### config.mk
export PLATFORM = sky130hd
export DESIGN_NAME = bram_loader
export DESIGN_NICKNAME = d
export VERILOG_FILES = /design/src/rtl/bram_loader_pkg.sv /design/src/rtl/line_packer.sv /design/src/rtl/bram_loader.sv
export SDC_FILE = /design/constraint.sdc
export NUM_CORES = 2
export LEC_CHECK = 0
export CORE_MARGIN = 5
export CORE_UTILIZATION = 35
export CTS_BUF_LIST = sky130_fd_sc_hd__clkbuf_4 sky130_fd_sc_hd__clkbuf_8 sky130_fd_sc_hd__clkbuf_16
export CTS_CLUSTER_DIAMETER = 100
export DETAILED_ROUTE_END_ITERATION = 12
export DONT_BUFFER_PORTS = 1
export PLACE_DENSITY_LB_ADDON = 0.3
export SYNTH_ARGS = -nofsm -noshare
export SYNTH_HDL_FRONTEND = slang
export SYNTH_SLANG_ARGS = --single-unit
### constraint.sdc
create_clock -name clk -period 2.8 [get_ports clk]
set_input_delay 0.42 -clock clk [delete_from_list [all_inputs] [get_ports clk]]
set_output_delay 0.42 -clock clk [all_outputs]
set_load 0.05 [all_outputs]
### src/rtl/bram_loader_pkg.sv
// Shared definitions for the operand store: mon_prod opcodes and loader types.
package bram_loader_pkg;

  localparam logic [1:0] OPXX = 2'd0;
  localparam logic [1:0] OPXM = 2'd1;
  localparam logic [1:0] OPX1 = 2'd2;

  typedef enum logic [1:0] {
    S_IDLE,
    S_LOAD,
    S_WRITE,
    S_FIN
  } loader_state_t;

  function automatic int unsigned words_per_line(input int unsigned dbits,
                                                 input int unsigned wbits);
    return dbits / wbits;
  endfunction

endpackage

### src/rtl/line_packer.sv
// Packs WBITS-wide input words into one DBITS-wide line, word 0 least significant.
module line_packer
  import bram_loader_pkg::*;
#(
  parameter int unsigned DBITS = 512,
  parameter int unsigned WBITS = 32
) (
  input  logic             clk,
  input  logic             rst_n,
  input  logic             clr,
  input  logic             accept,
  input  logic [WBITS-1:0] in_data,
  output logic [DBITS-1:0] line_next,
  output logic             line_full
);

  localparam int unsigned WPL  = words_per_line(DBITS, WBITS);
  localparam int unsigned IDXW = (WPL > 1) ? $clog2(WPL) : 1;

  logic [DBITS-1:0] line_q;
  logic [IDXW-1:0]  word_idx;

  // line_next already contains the word being accepted, so the loader can
  // register the complete line on the same edge as the last handshake.
  always_comb begin
    line_next = line_q;
    if (accept) line_next[word_idx*WBITS +: WBITS] = in_data;
  end

  assign line_full = accept && (word_idx == IDXW'(WPL - 1));

  always_ff @(posedge clk or negedge rst_n) begin
    if (!rst_n) begin
      line_q   <= '0;
      word_idx <= '0;
    end else begin
      line_q <= line_next;
      if (clr)            word_idx <= '0;
      else if (line_full) word_idx <= '0;
      else if (accept)    word_idx <= word_idx + IDXW'(1);
    end
  end

endmodule

### src/rtl/bram_loader.sv
// Sequenced writer: streams words in, writes packed lines to the BRAM second port.
module bram_loader
  import bram_loader_pkg::*;
#(
  parameter int unsigned ABITS = 8,
  parameter int unsigned DBITS = 512,
  parameter int unsigned WBITS = 32
) (
  input  logic             clk,
  input  logic             rst_n,
  input  logic             start,
  input  logic [ABITS-1:0] base_addr,
  input  logic [ABITS:0]   n_lines,
  input  logic             in_valid,
  input  logic [WBITS-1:0] in_data,
  output logic             in_ready,
  output logic [ABITS-1:0] wr_addr,
  output logic [DBITS-1:0] wr_data,
  output logic             wr_en,
  output logic             busy,
  output logic             done
);

  loader_state_t    state;
  logic [ABITS-1:0] base_q;
  logic [ABITS:0]   n_q;
  logic [ABITS:0]   line_idx;
  logic             accept;
  logic             clr;
  logic             last_line;
  logic             line_full;
  logic [DBITS-1:0] line_next;

  assign accept    = in_valid && in_ready;
  assign last_line = (line_idx == n_q - (ABITS+1)'(1));
  assign clr       = ((state == S_IDLE) && start) || ((state == S_WRITE) && !last_line);

  line_packer #(
    .DBITS (DBITS),
    .WBITS (WBITS)
  ) u_packer (
    .clk       (clk),
    .rst_n     (rst_n),
    .clr       (clr),
    .accept    (accept),
    .in_data   (in_data),
    .line_next (line_next),
    .line_full (line_full)
  );

  // Outputs are registered on the transition into each state, so wr_en and
  // done are high during the WRITE/FIN cycle itself.
  always_ff @(posedge clk or negedge rst_n) begin
    if (!rst_n) begin
      state    <= S_IDLE;
      base_q   <= '0;
      n_q      <= '0;
      line_idx <= '0;
      in_ready <= 1'b0;
      wr_addr  <= '0;
      wr_data  <= '0;
      wr_en    <= 1'b0;
      busy     <= 1'b0;
      done     <= 1'b0;
    end else begin
      wr_en <= 1'b0;
      done  <= 1'b0;
      case (state)
        S_IDLE: begin
          if (start) begin
            base_q   <= base_addr;
            n_q      <= n_lines;
            line_idx <= '0;
            busy     <= 1'b1;
            if (n_lines == '0) begin
              state <= S_FIN;
              done  <= 1'b1;
            end else begin
              state    <= S_LOAD;
              in_ready <= 1'b1;
            end
          end
        end
        S_LOAD: begin
          if (line_full) begin
            state    <= S_WRITE;
            in_ready <= 1'b0;
            wr_en    <= 1'b1;
            wr_addr  <= base_q + line_idx[ABITS-1:0];
            wr_data  <= line_next;
            done     <= last_line;
          end
        end
        S_WRITE: begin
          if (last_line) begin
            state <= S_IDLE;
            busy  <= 1'b0;
          end else begin
            state    <= S_LOAD;
            line_idx <= line_idx + (ABITS+1)'(1);
            in_ready <= 1'b1;
          end
        end
        S_FIN: begin
          state <= S_IDLE;
          busy  <= 1'b0;
        end
        default: state <= S_IDLE;
      endcase
    end
  end

endmodule
==> summary.txt <==
GRT
  – Grt total ovfl: 0
  – Largest net degree at the start of global routing: 1069
  – First-pass GRT wire length: 186.5 mm
  – Number of global-route vias before repair: 25450
  – Total global-route track usage: 20.72%
  – Initial antenna violation count: 31

Setup path
  – Critical Path, Cell by Cell: inv_1, ha_1, or3b_1, nor4_1, a32o_1, a21o_1, nand2_1, nand2_1, mux2_1
  – CP startpoint kind: flip-flop
  – Crit path capture: line_idx[7]
  – Worst Setup SP: n_q[0]
  – Flop-to-flop setup slack: 200 ps
  – Crit. End Element: flip-flop
  – Kind of critical path: reg -> reg
  – R2R Path Start: n_q[0]
  – CP max stage cell: dfrtp_1
  – RR Endpoint: line_idx[7]
  – CP most frequent cell: nand2_1
  – Largest stage delay on the critical path: 420 ps
  – CP arrival: 3170 ps
  – CP max FO: 7
  – Worst Path Required: 3370 ps
  – Worst r2r path cells: 9

Power and ir drop
  – P per Cell Area: 842.4 nW/um2
  – Static leakage: 22.92 nW
  – Max VDD drop: 0.0004706 V

STA
  – Max_slew headroom: 30.55%
  – Period utilization: 92.97%
  – Fmax: 384.1 MHz
  – Skew final: 19.70 ps
  – Crit path time final: 2603 ps
  – Post-route setup TNS: 0 ps
  – Slew @ Worst Pin: 1042 ps
  – Final hold slack: -328.2 ps
  – Fin. Hold Viols: 106
  – Fin. max-slew vios: 0
  – RSZ-0062 raised after global routing: no
  – # setup viols final: 0

Routing
  – Antenna viol nets, final: 0
  – Total wire length: 129.8 mm
  – Wire per inst: 25.61 um
  – DR vias: 25280
  – DR pass1 iterations: 5
  – Vias per cell: 4.990
  – Residual DRC count: 0
  – Initial DRC Count: 1560

Floorplanning
  – FP Rows: 125
  – Die width: 351.0 um
  – Die Height: 351.0 um
  – Initial Util: 35.12%
  – Io pins: 577
  – Placeable core region: 115900 um2
  – DIE AREA: 123200 um2

Synth
  – Syn Inst Count: 3354
  – Post-synth EDFFs: 0
  – Mapped Nets: 3420
  – Yosys Warn Count: 0
  – Synthesized area: 40700 um2
  – Most used flip-flop cell after synthesis: dfrtp_1
  – Synth async-reset ratio: 100.0%
  – Synth top area share: 65.67%
  – Largest area contributor in the netlist: dfrtp_1
  – Most frequent cell after synthesis: dfrtp_1
  – Seq cells post-synth: 1068
  – Synth top area cells: dfrtp_1 66%, mux2_2 13%, nand2_1 8.5%
  – Synth cell count leaders: 1068 x dfrtp_1, 919 x nand2_1, 466 x mux2_2, 259 x o21ai_1, 124 x clkbuf_1
  – Seq/Total Area, Yosys: 65.67%
  – Synthesized area per cell: 12.13 um2
  – Distinct cells, synth: 55

Clock network
  – Num CTS Buffers: 113
  – Clock sink count: 1068
  – Clk Tree Root Cell: clkbuf_16
  – Clock latency on the worst-skew pair: 700 ps
  – CTS tree: done
  – Htree depth: 3
  – Max clock buf depth: 3
  – Clk slew on worst S/H paths: 60 ps
  – Post-CTS setup buffer count: 0

Placed design
  – Routability cong.: 0.7840
  – Area of placed instances: 42940 um2
  – IO buf count: 0
  – DP Wirelength: 83.99 mm

Run status
  – Status: complete, but fails checks
  – Violated checks: negative hold slack

Final layout
  – Area Overhead vs Synth: 17.22%
  – Final nets: 3493
  – Final instance area: 47700 um2
  – Layout cells sized above 1: 23.34%

Job
  – MaxCap Viol Count: 0

Worst hold path
  – Hold Crit Class: in -> async
-- what timing repair did --
action                                  CTS  global route
gates resized for setup                   0             1
hold buffers                             51             2
endpoints found under the hold margin  1402           313
setup endpoints to repair                 0            14
-- cells by family after synthesis --
group                      synth area share, %
buffers and inverters                    2.512
adders and majority gates               0.4181
DFF                                      65.67
muxes                                    13.78
and+or+nand+nor                          10.29
xor gates and xnor gates                0.5165
AOI/OAI and AO/OA                        6.819
-- worst min-delay path by stage --
| stage | startpoint | end | slack, ps |
|---|---|---|---|
| after global placement | rst_n | u_packer.line_q[325] | 150 |
| after global routing | rst_n | u_packer.line_q[86] | -310 |
| after detailed placement | rst_n | wr_data[325] | 140 |
| after CTS | rst_n | wr_data[325] | -640 |
| after floorplan | rst_n | base_q[0] | 120 |
| final | rst_n | u_packer.line_q[70] | -330 |
-- where the power goes --
group	total [W]	internal, W	switching, W
Clock	0.0157	0.00940	0.00628
Combinational	0.00678	0.00194	0.00484
Sequential	0.0177	0.0171	0.000668
Total	0.0402	0.0284	0.0118
-- stage by stage --
step	std cells	hold WS, ps	power (W)	setup WS, ps	utilization, %
6_report	5066	-328.2	0.04019	196.8	41.16
5_1_grt	5058	-313.8	0.04219	22.71	41.14
4_1_cts	5038	-636.6	0.04039	87.12	40.93
3_5_place_dp	4777	141.3	0.02437	101.5	37.05
3_3_place_gp	4777	145.7	0.02422	125.4	37.05
2_1_floorplan	3354	124.4	0.02171	232.3	-
-- final cells by class --
cell class	instances	area (um2)
Antenna cell	20	50.05
Clock buffer	168	3471
Clock inverter	42	511.7
Fill cell	10910	68190
Inverter	15	63.81
Multi-Input combinational cell	2070	13030
Sequential cell	1068	26730
Tap cell	1524	1907
Timing Repair Buffer	159	1942
-- layout by cell type, fill, tap and decap left out, types with 4 or more instances in the layout --
cell type      netlist  final
a21o_1               4      4
a21oi_1              9      9
and3_1               9      9
buf_12               0     37
buf_16               0      7
buf_4               18     63
bufinv_16            0      9
clkbuf_16            0    115
clkbuf_4             0     20
clkbuf_8             0     34
clkinv_2             0     17
clkinvlp_4           0      5
dfrtp_1           1068   1068
diode_2              0     20
dlygate4sd3_1        0     51
ha_1                12     11
inv_1               13     12
inv_6                0      5
mux2_1              31     31
mux2_2             466    466
nand2_1            919    903
nand2_2              0     16
nand3_1             47     46
nor2_1              32     29
nor2b_1              6      6
nor3_1              11     11
o21ai_0             82     82
o21ai_1            259    259
o31ai_1            110    110
xnor2_1             16     16
xor2_1               8      7
-- sequential cells by signal (all words and copies together) (netlist names) --
signal	cells
u_packer.line_q	512
wr_data	512
line_idx	9
n_q	9
base_q	8
wr_addr	8
u_packer.word_idx	4
state	2
busy	1
done	1
in_ready	1
wr_en	1
-- critical path: cells and delay by family, from the launching register on --
family          cells  cell delay (ps)
simple gates        4              930
compound gates      2              490
flops               1              420
mux                 1              330
fa+ha+maj           1              210
buf+inv             1               90
-- metal layers --
layer	global-route usage [%]	up-vias	share of wire, %	wire length, um
met5	0	-	0.024	31
met4	7.109	4	3.5	4548
met3	7.520	183	9.0	11610
met2	32.39	679	46	59560
met1	26.80	12840	42	54010
li1	-	11580	-	-
Power figures use the tool's default switching activity.
